**src/rtl/regbank_p4_pkg.sv**
```systemverilog
// Shared definitions for the 4-register bank and its instruction issuer.
//   - Opcode constants, which the bank decodes and the issuer validates.
//   - Instruction field positions: opcode [11:8], immediate [7:0].
//   - Issuer FSM state encoding.
//   - opcode_legal(): true for the opcodes the bank understands.
package regbank_p4_pkg;

   localparam int INST_W  = 12;
   localparam int OPC_MSB = 11;
   localparam int OPC_LSB = 8;
   localparam int IMM_MSB = 7;
   localparam int IMM_LSB = 0;

   localparam logic [3:0] OPC_NOP = 4'd0;
   localparam logic [3:0] OPC_LD0 = 4'd1;
   localparam logic [3:0] OPC_LD1 = 4'd2;
   localparam logic [3:0] OPC_LD2 = 4'd3;
   localparam logic [3:0] OPC_LD3 = 4'd4;

   typedef enum logic [2:0] {
      ST_RESET = 3'd0,
      ST_IDLE  = 3'd1,
      ST_ISSUE = 3'd2,
      ST_GAP   = 3'd3,
      ST_ERROR = 3'd4
   } issuer_state_e;

   // Opcodes are contiguous from NOP up to LD3.
   function automatic logic opcode_legal(input logic [3:0] opc);
      return (opc <= OPC_LD3);
   endfunction

endpackage

```
**src/rtl/inst_fifo_p4.sv**
```systemverilog
// Synchronous instruction FIFO, DEPTH x INST_W bits.
// Ports:
//   i_clock    clock, rising edge
//   i_rst_n    asynchronous active-low reset (empties the FIFO)
//   i_flush    synchronous discard of all contents
//   i_push     write i_wr_data (ignored when full unless a pop happens too)
//   i_wr_data  entry to write
//   i_pop      advance the head (ignored when empty)
//   o_rd_data  current head entry (combinational read)
//   o_full     count == DEPTH
//   o_empty    count == 0
//   o_count    occupancy, 0..DEPTH
// Pointers are log2(DEPTH) bits and wrap naturally; the separate count
// is what tells full from empty when the pointers are equal.
module inst_fifo_p4
   import regbank_p4_pkg::*;
#(
   parameter int DEPTH = 16,
   parameter int CW    = 5
) (
   input  logic              i_clock,
   input  logic              i_rst_n,
   input  logic              i_flush,
   input  logic              i_push,
   input  logic [INST_W-1:0] i_wr_data,
   input  logic              i_pop,
   output logic [INST_W-1:0] o_rd_data,
   output logic              o_full,
   output logic              o_empty,
   output logic [CW-1:0]     o_count
);

   localparam int AW = $clog2(DEPTH);

   logic [INST_W-1:0] r_mem [DEPTH];
   logic [AW-1:0]     r_wr_ptr;
   logic [AW-1:0]     r_rd_ptr;
   logic [CW-1:0]     r_count;

   logic w_do_push;
   logic w_do_pop;

   assign w_do_pop  = i_pop && (r_count != '0);
   // A push into a full FIFO is only safe when the head leaves in the same cycle.
   assign w_do_push = i_push && ((r_count != CW'(DEPTH)) || w_do_pop);

   always_ff @(posedge i_clock or negedge i_rst_n) begin
      if (!i_rst_n) begin
         r_wr_ptr <= '0;
         r_rd_ptr <= '0;
         r_count  <= '0;
      end else if (i_flush) begin
         r_wr_ptr <= '0;
         r_rd_ptr <= '0;
         r_count  <= '0;
      end else begin
         if (w_do_push) r_wr_ptr <= r_wr_ptr + AW'(1);
         if (w_do_pop)  r_rd_ptr <= r_rd_ptr + AW'(1);
         r_count <= r_count + CW'(w_do_push) - CW'(w_do_pop);
      end
   end

   // Storage needs no reset; only entries below the count are ever read.
   always_ff @(posedge i_clock) begin
      if (w_do_push && !i_flush) r_mem[r_wr_ptr] <= i_wr_data;
   end

   assign o_rd_data = r_mem[r_rd_ptr];
   assign o_full    = (r_count == CW'(DEPTH));
   assign o_empty   = (r_count == '0);
   assign o_count   = r_count;

endmodule

```
**src/rtl/inst_issuer_p4.sv**
```systemverilog
// Instruction issuer for the 4-register bank.
// Buffers {opcode, imm} instructions from a host and plays them out to
// the bank on command, optionally spacing them by GAP idle cycles.
// Ports:
//   clock       clock, rising edge
//   reset       asynchronous active-low reset
//   load_inst   instruction to append ([11:8] opcode, [7:0] imm)
//   load_en     append load_inst this cycle
//   load_ready  buffer has room and the issuer is not in Reset/Error
//   start       single-cycle pulse: play out the buffer
//   inst        instruction to the bank (0 whenever inst_en is low)
//   inst_en     inst valid this cycle
//   busy        a run is in progress (Issue or Gap)
//   done        one-cycle pulse when a run finishes (or start on empty)
//   err         sticky: illegal opcode or overflow seen since reset
//   count       buffer occupancy
// Handshakes: load_en is a request that the issuer samples every active
// cycle; a load while load_ready is low is an error, not a stall, so
// the host must honour load_ready. inst_en is a one-cycle strobe with no
// back-pressure; the bank takes inst on every cycle inst_en is high.
// All outputs are registers, derived from the next state at each edge;
// r_state is the observable FSM state.
module inst_issuer_p4
   import regbank_p4_pkg::*;
#(
   parameter int DEPTH = 16,
   parameter int GAP   = 0,
   parameter int CW    = 5
) (
   input  logic              clock,
   input  logic              reset,
   input  logic [INST_W-1:0] load_inst,
   input  logic              load_en,
   output logic              load_ready,
   input  logic              start,
   output logic [INST_W-1:0] inst,
   output logic              inst_en,
   output logic              busy,
   output logic              done,
   output logic              err,
   output logic [CW-1:0]     count
);

   issuer_state_e r_state;
   issuer_state_e w_state_nxt;
   logic [3:0]    r_gap;
   logic [3:0]    w_gap_nxt;

   logic [INST_W-1:0] r_inst;
   logic              r_inst_en;
   logic              r_busy;
   logic              r_done;
   logic              r_err;
   logic              r_load_ready;

   logic              w_active;
   logic              w_opc_ok;
   logic              w_load_err;
   logic              w_push;
   logic              w_pop;
   logic              w_done_nxt;
   logic              w_full;
   logic              w_empty;
   logic [INST_W-1:0] w_head;
   logic [CW-1:0]     w_count;
   logic [CW-1:0]     w_count_nxt;
   logic              w_nxt_busy;
   logic              w_nxt_active;

   assign w_active   = (r_state == ST_IDLE) || (r_state == ST_ISSUE) || (r_state == ST_GAP);
   assign w_opc_ok   = opcode_legal(load_inst[OPC_MSB:OPC_LSB]);
   assign w_load_err = w_active && load_en && (!w_opc_ok || w_full);
   assign w_push     = w_active && load_en && !w_load_err;

   inst_fifo_p4 #(
      .DEPTH (DEPTH),
      .CW    (CW)
   ) u_fifo (
      .i_clock   (clock),
      .i_rst_n   (reset),
      .i_flush   (w_load_err),
      .i_push    (w_push),
      .i_wr_data (load_inst),
      .i_pop     (w_pop),
      .o_rd_data (w_head),
      .o_full    (w_full),
      .o_empty   (w_empty),
      .o_count   (w_count)
   );

   // Issue state = the cycle inst_en is high; the pop that feeds it is
   // decided one cycle earlier. Gap counts down the idle cycles; a run
   // ends at the end of an Issue cycle that finds the buffer empty.
   always_comb begin
      w_state_nxt = r_state;
      w_gap_nxt   = r_gap;
      w_pop       = 1'b0;
      w_done_nxt  = 1'b0;
      case (r_state)
         ST_RESET: begin
            w_state_nxt = ST_IDLE;
         end
         ST_IDLE: begin
            if (start) begin
               if (!w_empty) begin
                  w_pop       = 1'b1;
                  w_state_nxt = ST_ISSUE;
               end else begin
                  w_done_nxt = 1'b1;
               end
            end
         end
         ST_ISSUE: begin
            if (w_empty && !w_push) begin
               w_state_nxt = ST_IDLE;
               w_done_nxt  = 1'b1;
            end else if (GAP > 0) begin
               w_state_nxt = ST_GAP;
               w_gap_nxt   = 4'(GAP - 1);
            end else if (!w_empty) begin
               w_pop       = 1'b1;
            end else begin
               // GAP=0 but the only entry arrives now: wait one cycle in Gap
               // so it can be popped once it is actually stored.
               w_state_nxt = ST_GAP;
               w_gap_nxt   = 4'd0;
            end
         end
         ST_GAP: begin
            if (r_gap != 4'd0) begin
               w_gap_nxt = r_gap - 4'd1;
            end else if (!w_empty) begin
               w_pop       = 1'b1;
               w_state_nxt = ST_ISSUE;
            end else if (!w_push) begin
               w_state_nxt = ST_IDLE;
               w_done_nxt  = 1'b1;
            end
         end
         ST_ERROR: begin
            w_state_nxt = ST_ERROR;
         end
         default: begin
            w_state_nxt = ST_ERROR;
         end
      endcase
      // A bad load wins over everything, including a pop in this cycle.
      if (w_load_err) begin
         w_state_nxt = ST_ERROR;
         w_pop       = 1'b0;
         w_done_nxt  = 1'b0;
      end
   end

   assign w_count_nxt  = w_load_err ? '0 : (w_count + CW'(w_push) - CW'(w_pop));
   assign w_nxt_busy   = (w_state_nxt == ST_ISSUE) || (w_state_nxt == ST_GAP);
   assign w_nxt_active = w_nxt_busy || (w_state_nxt == ST_IDLE);

   always_ff @(posedge clock or negedge reset) begin
      if (!reset) begin
         r_state      <= ST_RESET;
         r_gap        <= 4'd0;
         r_inst       <= '0;
         r_inst_en    <= 1'b0;
         r_busy       <= 1'b0;
         r_done       <= 1'b0;
         r_err        <= 1'b0;
         r_load_ready <= 1'b0;
      end else begin
         r_state      <= w_state_nxt;
         r_gap        <= w_gap_nxt;
         r_inst_en    <= w_pop;
         r_inst       <= w_pop ? w_head : '0;
         r_busy       <= w_nxt_busy;
         r_done       <= w_done_nxt;
         r_err        <= (w_state_nxt == ST_ERROR);
         r_load_ready <= w_nxt_active && (w_count_nxt != CW'(DEPTH));
      end
   end

   assign inst       = r_inst;
   assign inst_en    = r_inst_en;
   assign busy       = r_busy;
   assign done       = r_done;
   assign err        = r_err;
   assign load_ready = r_load_ready;
   assign count      = w_count;

endmodule
```
**config.mk**
```make
export PLATFORM = sky130hd
export DESIGN_NAME = inst_issuer_p4
export DESIGN_NICKNAME = d
export VERILOG_FILES = /design/src/rtl/regbank_p4_pkg.sv /design/src/rtl/inst_fifo_p4.sv /design/src/rtl/inst_issuer_p4.sv
export SDC_FILE = /design/constraint.sdc
export NUM_CORES = 1
export LEC_CHECK = 0
export CORE_MARGIN = 3
export CORE_UTILIZATION = 40
export CTS_BUF_LIST = sky130_fd_sc_hd__clkbuf_16
export DETAILED_ROUTE_END_ITERATION = 10
export DONT_BUFFER_PORTS = 1
export HOLD_SLACK_MARGIN = 0.12
export MAX_ROUTING_LAYER = met4
export REMOVE_ABC_BUFFERS = 1
export SLEW_MARGIN = 40
export SYNTH_ARGS = -nofsm -noshare
export SYNTH_HDL_FRONTEND = slang
export SYNTH_SLANG_ARGS = --single-unit
```
**constraint.sdc**
```tcl
create_clock -name clock -period 3.56 [get_ports clock]
set_input_delay 0.712 -clock clock [delete_from_list [all_inputs] [get_ports clock]]
set_output_delay 0.712 -clock clock [all_outputs]
set_load 0.1 [all_outputs]
```
---- After elaboration in Yosys (flattened, before gate mapping) ----
Memories as Yosys holds them, arrays and structs flattened.
Index checks and enable logic that the tools add are counted.
word-level totals
  bits in registers ....................... 37
  bits in writable memories ............... 192
  input bits .............................. 16
  logic and storage cells ................. 94
  memories kept ........................... 1
operators by class
  $add $sub $neg .......................... 7
  magnitude comparators ................... 1
  eq/ne operators ......................... 13
  multiplexer cells ....................... 36
  reductions and logical operators ........ 25
memories
  name          depth  bits a word  rd ports  clocked after Yosys merged registers in  write ports  line                source
  u_fifo.r_mem  16     12           1         0                                        1            inst_fifo_p4.sv:35  logic [INST_W-1:0] r_mem [DEPTH];
operator list
  cell                                                             number
  2-to-1 mux 4 bit                                                 7
  2-to-1 mux 3 bit                                                 8
  2-to-1 mux 1 bit                                                 14
  equality test 3 x 2 -> 1 bit (second input constant)             4
  2-to-1 mux 12 bit                                                1
  one-hot mux 3 bit (4 select lines)                               1
  adder 5 x 1 -> 5 bit                                             2
  2-to-1 mux 5 bit                                                 2
  inequality test 5 bit (second input constant)                    2
  subtractor 5 x 1 -> 5 bit                                        2
  adder 4 x 1 -> 4 bit (second input constant)                     2
  logical AND 1 bit                                                8
  one-hot mux 4 bit (2 select lines)                               1
  equality test 3 x 1 -> 1 bit (second input constant)             2
  logical OR 1 bit                                                 6
  one-hot mux 1 bit (3 select lines)                               2
  nonzero test 2 bit                                               3
  equality test 5 bit (second input constant)                      1
  logical NOT 5 bit                                                1
  nonzero test 5 bit                                               1
  less-or-equal comparator 4 x 3 -> 1 bit (second input constant)  1
  inequality test 2 bit (second input constant)                    2
  AND reduction 4 bit                                              1
  nonzero test 4 bit                                               1
  other kinds (5)                                                  7

---- Depth between registers and ports, before layout ----
Gate-level depths: netlist (run 1).
  depth after elaboration ................. 18
  depth in mapped cells ................... 19
  depth with buffers taken out ............ 17

---- Modules after synthesis ----
A second synthesis (run 1) with hierarchy kept.
second synthesis, totals
  cells, all modules ...................... 557
  area, all modules ....................... 9467.8 um^2
modules (own cells, without submodules)
  module          instances  cells each  area each (um^2)  seq. area each (um^2)
  inst_fifo_p4    1          446         8286.7            6090.8
  inst_issuer_p4  1          111         1181.1            600.6

---- Least setup slack after synthesis (run 1) ----
OpenSTA, ideal clock, no wires.
  kind .................................... register to register
  from .................................... register u_fifo.r_count[2] (netlist: u_fifo.o_count[2])
  to ...................................... register r_load_ready (netlist: load_ready)
  arrival ................................. 3682 ps
  required time ........................... 3421 ps
  setup slack ............................. -261 ps
  stages on the path, launching flop included .. 20
  buffers on the path ..................... 2
  clock period less this slack ............ 3821 ps
  path through ............................ dfrtp_1 -> inv_1 -> ha_1 -> nor4b_1 -> nor2_1 -> nand2_2 -> or2_1 -> buf_6 -> buf_6 -> inv_1 -> ha_1 -> inv_1 -> ha_1 -> inv_1 -> fa_1 -> inv_1 -> a21oi_1 -> o21bai_1 -> xnor2_1 -> a41oi_1
on the way
  longest elaborated chain between the ends .. 14
RTL lines
  what                                line                   source
  from (decl)                         inst_fifo_p4.sv:38     logic [CW-1:0] r_count;
  from (signal assigned)              inst_fifo_p4.sv:59     r_count <= r_count + CW'(w_do_push) - CW'(w_do_pop);
  equality test 5 bit                 inst_fifo_p4.sv:69     assign o_full = (r_count == CW'(DEPTH));
  logical OR 1 bit                    inst_issuer_p4.sv:72   assign w_load_err = w_active && load_en && (!w_opc_ok || w_full);
  logical AND 1 bit                   inst_issuer_p4.sv:72
  logical NOT 1 bit                   inst_issuer_p4.sv:73   assign w_push = w_active && load_en && !w_load_err;
  logical AND 1 bit                   inst_issuer_p4.sv:73
  logical NOT 1 bit                   -
  logical AND 1 bit                   inst_issuer_p4.sv:114  if (w_empty && !w_push) begin
  2-to-1 mux 1 bit                    inst_issuer_p4.sv:114
  one-hot mux 1 bit (3 select lines)  inst_issuer_p4.sv:99   case (r_state)
  2-to-1 mux 1 bit *                  inst_issuer_p4.sv:148  if (w_load_err) begin
  named net u_fifo.i_pop              inst_fifo_p4.sv:26     input logic i_pop,
  subtractor 5 x 1 -> 5 bit *         inst_issuer_p4.sv:155  assign w_count_nxt = w_load_err ? '0 : (w_count + CW'(w_push) - CW'(w_pop));
  2-to-1 mux 5 bit *                  inst_issuer_p4.sv:155
  inequality test 5 bit *             inst_issuer_p4.sv:177  r_load_ready <= w_nxt_active && (w_count_nxt != CW'(DEPTH));
  logical AND 1 bit *                 inst_issuer_p4.sv:177
  to (signal assigned)                inst_issuer_p4.sv:177
  to (decl)                           inst_issuer_p4.sv:54   logic r_load_ready;
The timed path passes the listed nets; every way through them passes the cells marked *.
A chain may end at the register's enable or synchronous reset.

---- Final worst setup path (run 1) ----
  from .................................... register r_gap[0]
  to ...................................... register r_load_ready (netlist: load_ready)
on the way
  longest elaborated chain between the ends .. 8
RTL lines
  what                                line                   source
  from (decl)                         inst_issuer_p4.sv:46   logic [3:0] r_gap;
  from (signal assigned)              inst_issuer_p4.sv:171  r_gap <= w_gap_nxt;
  nonzero test 4 bit                  inst_issuer_p4.sv:130  if (r_gap != 4'd0) begin
  2-to-1 mux 1 bit                    inst_issuer_p4.sv:130
  one-hot mux 1 bit (3 select lines)  inst_issuer_p4.sv:99
  2-to-1 mux 1 bit                    inst_issuer_p4.sv:148
  named net u_fifo.i_pop              inst_fifo_p4.sv:26
  subtractor 5 x 1 -> 5 bit           inst_issuer_p4.sv:155
  2-to-1 mux 5 bit                    inst_issuer_p4.sv:155
  inequality test 5 bit               inst_issuer_p4.sv:177
  logical AND 1 bit                   inst_issuer_p4.sv:177
The timed path passes the listed nets, and every way through them passes these cells.

==> results of run 1 <==
## final cells by class
cell class	instances	share of cell area
Inverter	18	0.006667
Timing Repair Buffer	33	0.02857
Multi-Input combinational cell	217	0.2218
Clock inverter	20	0.01417
Sequential cell	229	0.6381
Antenna cell	1	0.0002381
Tap cell	280	0.03334
Clock buffer	24	0.05715
## state kept, by name (all words and copies together) (netlist names)
name	flops
err	1
r_gap	4
u_fifo.r_wr_ptr	4
done	1
u_fifo.r_rd_ptr	4
load_ready	1
busy	1
u_fifo.o_count	5
u_fifo.r_mem	192
inst	12
r_state	3
inst_en	1
## through the flow
stage,total power [mW],setup slack [ns]
2_1_floorplan,4.753,-0.3461
3_3_place_gp,5.153,0.3290
3_5_place_dp,5.195,0.2114
4_1_cts,7.558,0.2330
5_1_grt,7.844,0.03246
6_report,7.480,0.2464
## layer usage
layer / vias up / routed length (um)
met5: - / 0
met1: 2325 / 8059
met2: 122 / 9511
li1: 2023 / -
met3: 30 / 1373
met4: 0 / 397
## cell usage in the layout (no fill, tap or decap), types with 2 or more instances in the layout
cell / count
a311oi_1: 3
bufinv_16: 2
nand3_1: 5
edfxtp_1: 192
inv_1: 22
ha_1: 16
o21ai_0: 3
o21bai_1: 2
nand4_1: 2
fa_1: 2
and3_1: 6
and2_1: 8
clkinv_1: 7
buf_12: 4
nor2b_1: 5
nor2_1: 18
clkinv_2: 4
dfrtp_1: 28
nand2_1: 12
a21oi_1: 10
o21ai_1: 2
and4_1: 3
a22oi_1: 24
xnor2_1: 6
a21oi_2: 8
clkbuf_16: 24
nor3_1: 4
xor2_1: 6
or3_1: 2
mux4_2: 48
dfrtp_2: 8
buf_4: 28
## how the worst min path moves through the flow
stage / slack, ns / startpoint / cells after the start / end
6_report: 0.29 / load_inst[7] / 0 / u_fifo.r_mem[12][7]
5_1_grt: 0.26 / load_inst[8] / 0 / u_fifo.r_mem[3][8]
4_1_cts: 0.26 / load_inst[8] / 0 / u_fifo.r_mem[12][8]
3_5_place_dp: 0.42 / reset / 0 / u_fifo.o_count[2]
3_3_place_gp: 0.42 / reset / 0 / u_fifo.o_count[3]
2_1_floorplan: 0.42 / reset / 0 / busy
## power by group through the flow
stage	Clock, mW	Combinational, mW	Sequential [mW]
after CTS	2.40	1.79	3.37
after floorplan	0	1.09	3.66
after global routing	2.53	1.91	3.40
after global placement	0	1.73	3.42
after detailed placement	0	1.77	3.43
final	2.35	1.76	3.37
## kinds of logic after synthesis
family | Yosys count | share of synthesized area
adders and majority gates | 18 | 0.02608
AOI/OAI and AO/OA | 59 | 0.04686
xor gates and xnor gates | 12 | 0.01141
and+or+nand+nor | 79 | 0.04972
buffers and inverters | 43 | 0.02105
DFF | 229 | 0.7264
muxes | 49 | 0.1184
==> results.toml, run 1 <==
[logic_synthesis]
yosys-top-cells-count = "edfxtp_1 (192), mux4_2 (48), dfrtp_1 (37)"
ys_seq_area_frac = 0.7264
synth_area_leader_cell = "edfxtp_1"
synth_top_area_frac = 0.6259
synthArstFlopShare = 0.1616
yosysUniqueCellTypes = 51
syn_area_mm2 = 0.009211
ys_top_cells_by_area = "edfxtp_1 (63%), mux4_2 (12%), dfrtp_1 (10%)"
synth_most_common_cell = "edfxtp_1"
ys_warn_count = 0
avgSynthCellArea_um2 = 18.84
ys.flop_type = "edfxtp_1"
synth_edf_count = 192
synth_cells = 489
synth-seq-cells = 229

[finish]
final_cells = 822
layout-drive-gt1-share = 0.2551
finish.instance_area_mm2 = 0.01051
multi_input_area_mm2 = 0.002331
syn2layout_area_growth_pct = 14.09
fillers = 1855
finalNetCount = 557
seq_area_mm2 = 0.006705
utilization = 0.4728

[floorplan]
start_util = 0.4144
die-area_mm2 = 0.02489
io_pins = 38
die_y_um = 157.8
core-area_mm2 = 0.02223
rows = 54
die-width_um = 157.8

[detailed_routing]
vias = 4500
ant_nets = 0
routed_wl_mm = 19.34
dr.first_iter.drc_count = 363
drc_errors = 0
wl_per_cell_um = 23.53
viasPerCell = 5.474
dr.pass1.iters = 4

[setup_path]
path_delay_family = "adder cells"
slowest_delay_ns = 0.42
path_buf_inv = 5
cp_max_fo = 4
slowest_stage = "or3b_4"
arrival_ns = 3.69
worst-path-stages = 17
reg2reg_to = "load_ready"
crit_chain = "inv_1, ha_1, or3b_4, a31oi_4, nand2_2, or2_1, inv_1, ha_1, inv_1, ha_1, inv_1, fa_1, inv_1, a21oi_1, o21bai_1, xnor2_1, a41oi_1"
endpoint = "load_ready"
r2r_start = "r_gap[0]"
cp.required_ns = 3.93
cp-end-kind = "register"
rr_worst_depth = 17
path_common_cell = "inv_1"
cp-start-kind = "register"
rrSetupSlack_ns = 0.25
critical_path_class = "register to register"
cp-startpoint = "r_gap[0]"

[clocking]
clk-insertion-delay-late_ns = 0.52
cts_tree = "yes"
cts_buffers = 24
cts_hold_buffers = 2
ctsRootBufferMaster = "clkbuf_16"
clock_path_buffers = 3
cts_resized = 0
numClockSinks = 229
htreeDepth = 1
path_clk_slew_ns = 0.06
postCtsSetupRepairBufs = 0

[sta]
final-setup-viol-count = 0
finalCriticalPeriod_ns = 3.314
final_hold_viol_count = 0
rsz0062_at_grt = "no"
finClkSkew_ns = 0.01558
fin_tns_setup_ns = 0
fmax_mhz = 301.8
fin_crit_sh = 0.9308
slew_headroom = 0.4052
worst_pin_slew_ns = 0.8928
drv_slew = 0
hold-worst-slack_ns = 0.2891

[pwr]
switching_share = 0.3052
p_comb_frac = 0.235
seqPwrFrac = 0.451
power_leakage_nw = 3.634
p_switching_mw = 2.283
pwr_density_cell_mw_per_mm2 = 711.8
pwr-share-clk = 0.314
max-vdd-ir-drop_v = 0.0005328
p_int_mw = 5.197

[global_route]
gr-max-usage-layer = "met2"
grt_overflow = 0
grt_pass1_vias = 4705
antenna_found_initial = 1
use_met3 = 0.04128
grt_max_degree = 38
gr-usage-all-layers = 0.1652
gr-usage-met1 = 0.2102
grtUsageMet2 = 0.2687
grt_pass1_wl_mm = 29.28

[place]
dp_cells = 775
place_hpwl_mm = 11.75
placement.io_buffers = 0
dpl-instance-area_mm2 = 0.009723
place.gp.congestion = 0.7780

[run]
cap_viol_max_count = 0

[outcome]
status = "finished, final reports clean"

[hold_path]
hold_path_class = "input pin to register"
No activity file was read; power rests on OpenSTA's default activity.
==> run 2, diff against run 1 <==
==> constraint.sdc (replaced) <==
create_clock -name clock -period 3.56 [get_ports clock]
set_input_delay 0.356 -clock clock [delete_from_list [all_inputs] [get_ports clock]]
set_output_delay 0.356 -clock clock [all_outputs]
set_load 0.1 [all_outputs]
==> run 2 against run 1 <==
  * Register-to-register slack about the same
  * Clock skew increased by 0.00073 ns
  * Non-clock buffer count increased by 13
  * Highest routed layer unchanged
  * Combinational power is 2% higher
  * Critical endpoint unchanged
  * Via count is 3.0% higher
  * Count of clock-buffer cells in the layout is the same
  * Fmax is 0.31% higher
==> results.toml, run 2 (same netlist as run 1, synthesis figures left out) <==
[outcome]
status = "finished, final reports clean"

[pwr]
p_comb_frac = 0.238
power_leakage_nw = 3.690
p_switching_mw = 2.339
switching_share = 0.3092
pwr_density_cell_mw_per_mm2 = 711.3
seqPwrFrac = 0.450
p_int_mw = 5.224
max-vdd-ir-drop_v = 0.0005060
pwr-share-clk = 0.312

[floorplan]
core-area_mm2 = 0.02223
rows = 54
start_util = 0.4144
die-area_mm2 = 0.02489
die-width_um = 157.8
die_y_um = 157.8
io_pins = 38

[detailed_routing]
viasPerCell = 5.550
dr.pass1.iters = 4
dr.first_iter.drc_count = 363
ant_nets = 0
routed_wl_mm = 19.86
wl_per_cell_um = 23.79
drc_errors = 0
vias = 4634

[setup_path]
slowest_delay_ns = 0.42
cp-start-kind = "register"
cp_max_fo = 5
worst-path-stages = 17
r2r_start = "r_gap[1]"
reg2reg_to = "load_ready"
path_common_cell = "inv_1"
endpoint = "load_ready"
rrSetupSlack_ns = 0.26
path_delay_family = "adder cells"
cp-end-kind = "register"
rr_worst_depth = 17
slowest_stage = "or3b_4"
cp-startpoint = "r_gap[1]"
cp.required_ns = 3.93
arrival_ns = 3.67
critical_path_class = "register to register"
crit_chain = "inv_1, ha_1, or3b_4, a31oi_4, nand2_2, or2_4, inv_1, ha_1, inv_1, ha_1, inv_1, fa_1, inv_1, a21oi_1, o21bai_1, xnor2_1, a41oi_1"
path_buf_inv = 5

[finish]
layout_common_cells = "edfxtp_1 (192), mux4_2 (48), buf_4 (30)"
seq_area_mm2 = 0.006704
layout-drive-gt1-share = 0.2563
regMostFlops = "u_fifo.r_mem"
finalNetCount = 570
final_cells = 835
multi_input_area_mm2 = 0.002333
largest_register_ffs = 192
final_common_cell = "edfxtp_1"
fillers = 1857
syn2layout_area_growth_pct = 15.43
finish.instance_area_mm2 = 0.01063

[clocking]
numClockSinks = 229
cts_buffers = 24
htreeDepth = 1
ctsRootBufferMaster = "clkbuf_16"
cts_tree = "yes"
path_clk_slew_ns = 0.06
clk-insertion-delay-late_ns = 0.52
clock_path_buffers = 3

[global_route]
antenna_found_initial = 1
gr-usage-all-layers = 0.1694
grt_overflow = 0
grt_pass1_vias = 4966
grt_max_degree = 38
grt_pass1_wl_mm = 30.42

[place]
place.gp.congestion = 0.8295
placement.io_buffers = 0
dpl-instance-area_mm2 = 0.009709
place_hpwl_mm = 11.63
dp_cells = 775

[run]
cap_viol_max_count = 0

[hold_path]
min_path_cells = 3
hold_path_class = "input pin to register"

[sta]
finalCriticalPeriod_ns = 3.303
fin_crit_sh = 0.9279
rsz0062_at_grt = "no"
finClkSkew_ns = 0.01631
final-setup-viol-count = 0
slew_headroom = 0.4091
worst_pin_slew_ns = 0.8870
fin_tns_setup_ns = 0
drv_slew = 0
fmax_mhz = 302.7
final_hold_viol_count = 0
==> run 2: how the worst min path moves through the flow <==
stage	startpoint	end	slack, ns
2_1_floorplan	reset	busy	0.06
3_3_place_gp	reset	u_fifo.o_count[2]	0.06
3_5_place_dp	reset	u_fifo.o_count[2]	0.06
4_1_cts	start	r_state[0]	0.16
5_1_grt	load_en	u_fifo.r_wr_ptr[1]	0.19
6_report	start	r_state[0]	0.18
==> run 2: tightest hold or removal path, cell delays in order <==
cell and delay, ns:
a21oi_1 0.09, nor2_1 0.12, a21oi_1 0.07
==> run 2: power by group through the flow <==
stage	Clock (mW)	Sequential, mW	Combinational (mW)
floorplan	0	3.66	1.09
global placement	0	3.46	1.72
detailed placement	0	3.47	1.75
CTS	2.42	3.41	1.81
global route	2.53	3.44	1.95
finish	2.36	3.40	1.80
==> run 2: timing repair <==
item,4_1_cts,5_1_grt
setup buffers,0,1
gates resized for setup,0,2
endpoints found under the setup margin,0,1
hold buffers,14,0
endpoints found under the hold margin,229,0
==> run 2: routing by layer <==
| layer | track usage | up-vias | share of wire |
|---|---|---|---|
| li1 | - | 2043 | - |
| met1 | 0.2236 | 2440 | 0.43 |
| met2 | 0.2797 | 128 | 0.50 |
| met3 | 0.03499 | 23 | 0.059 |
| met4 | 0.02686 | 0 | 0.012 |
| met5 | - | - | 0 |
==> run 2: cell type report <==
type                       instances  area share
antenna                            1   0.0002353
clock buffer                      24     0.05648
clock inverter                    20     0.01471
inverter                          18    0.006590
multi-input combinational        217      0.2195
sequential                       229      0.6305
tap                              280     0.03295
timing repair buffer              46     0.03907
==> run 2: stage by stage <==
step | hold WS [ns] | setup slack, ns | power (mW) | utilization
4_1_cts | 0.1584 | 0.1493 | 7.641 | 0.4776
3_5_place_dp | 0.06157 | 0.1610 | 5.219 | 0.4368
5_1_grt | 0.1922 | 0.003926 | 7.924 | 0.4783
6_report | 0.1769 | 0.2567 | 7.563 | 0.4783
3_3_place_gp | 0.06163 | 0.3134 | 5.175 | 0.4366
2_1_floorplan | 0.06041 | -0.3461 | 4.753 | -
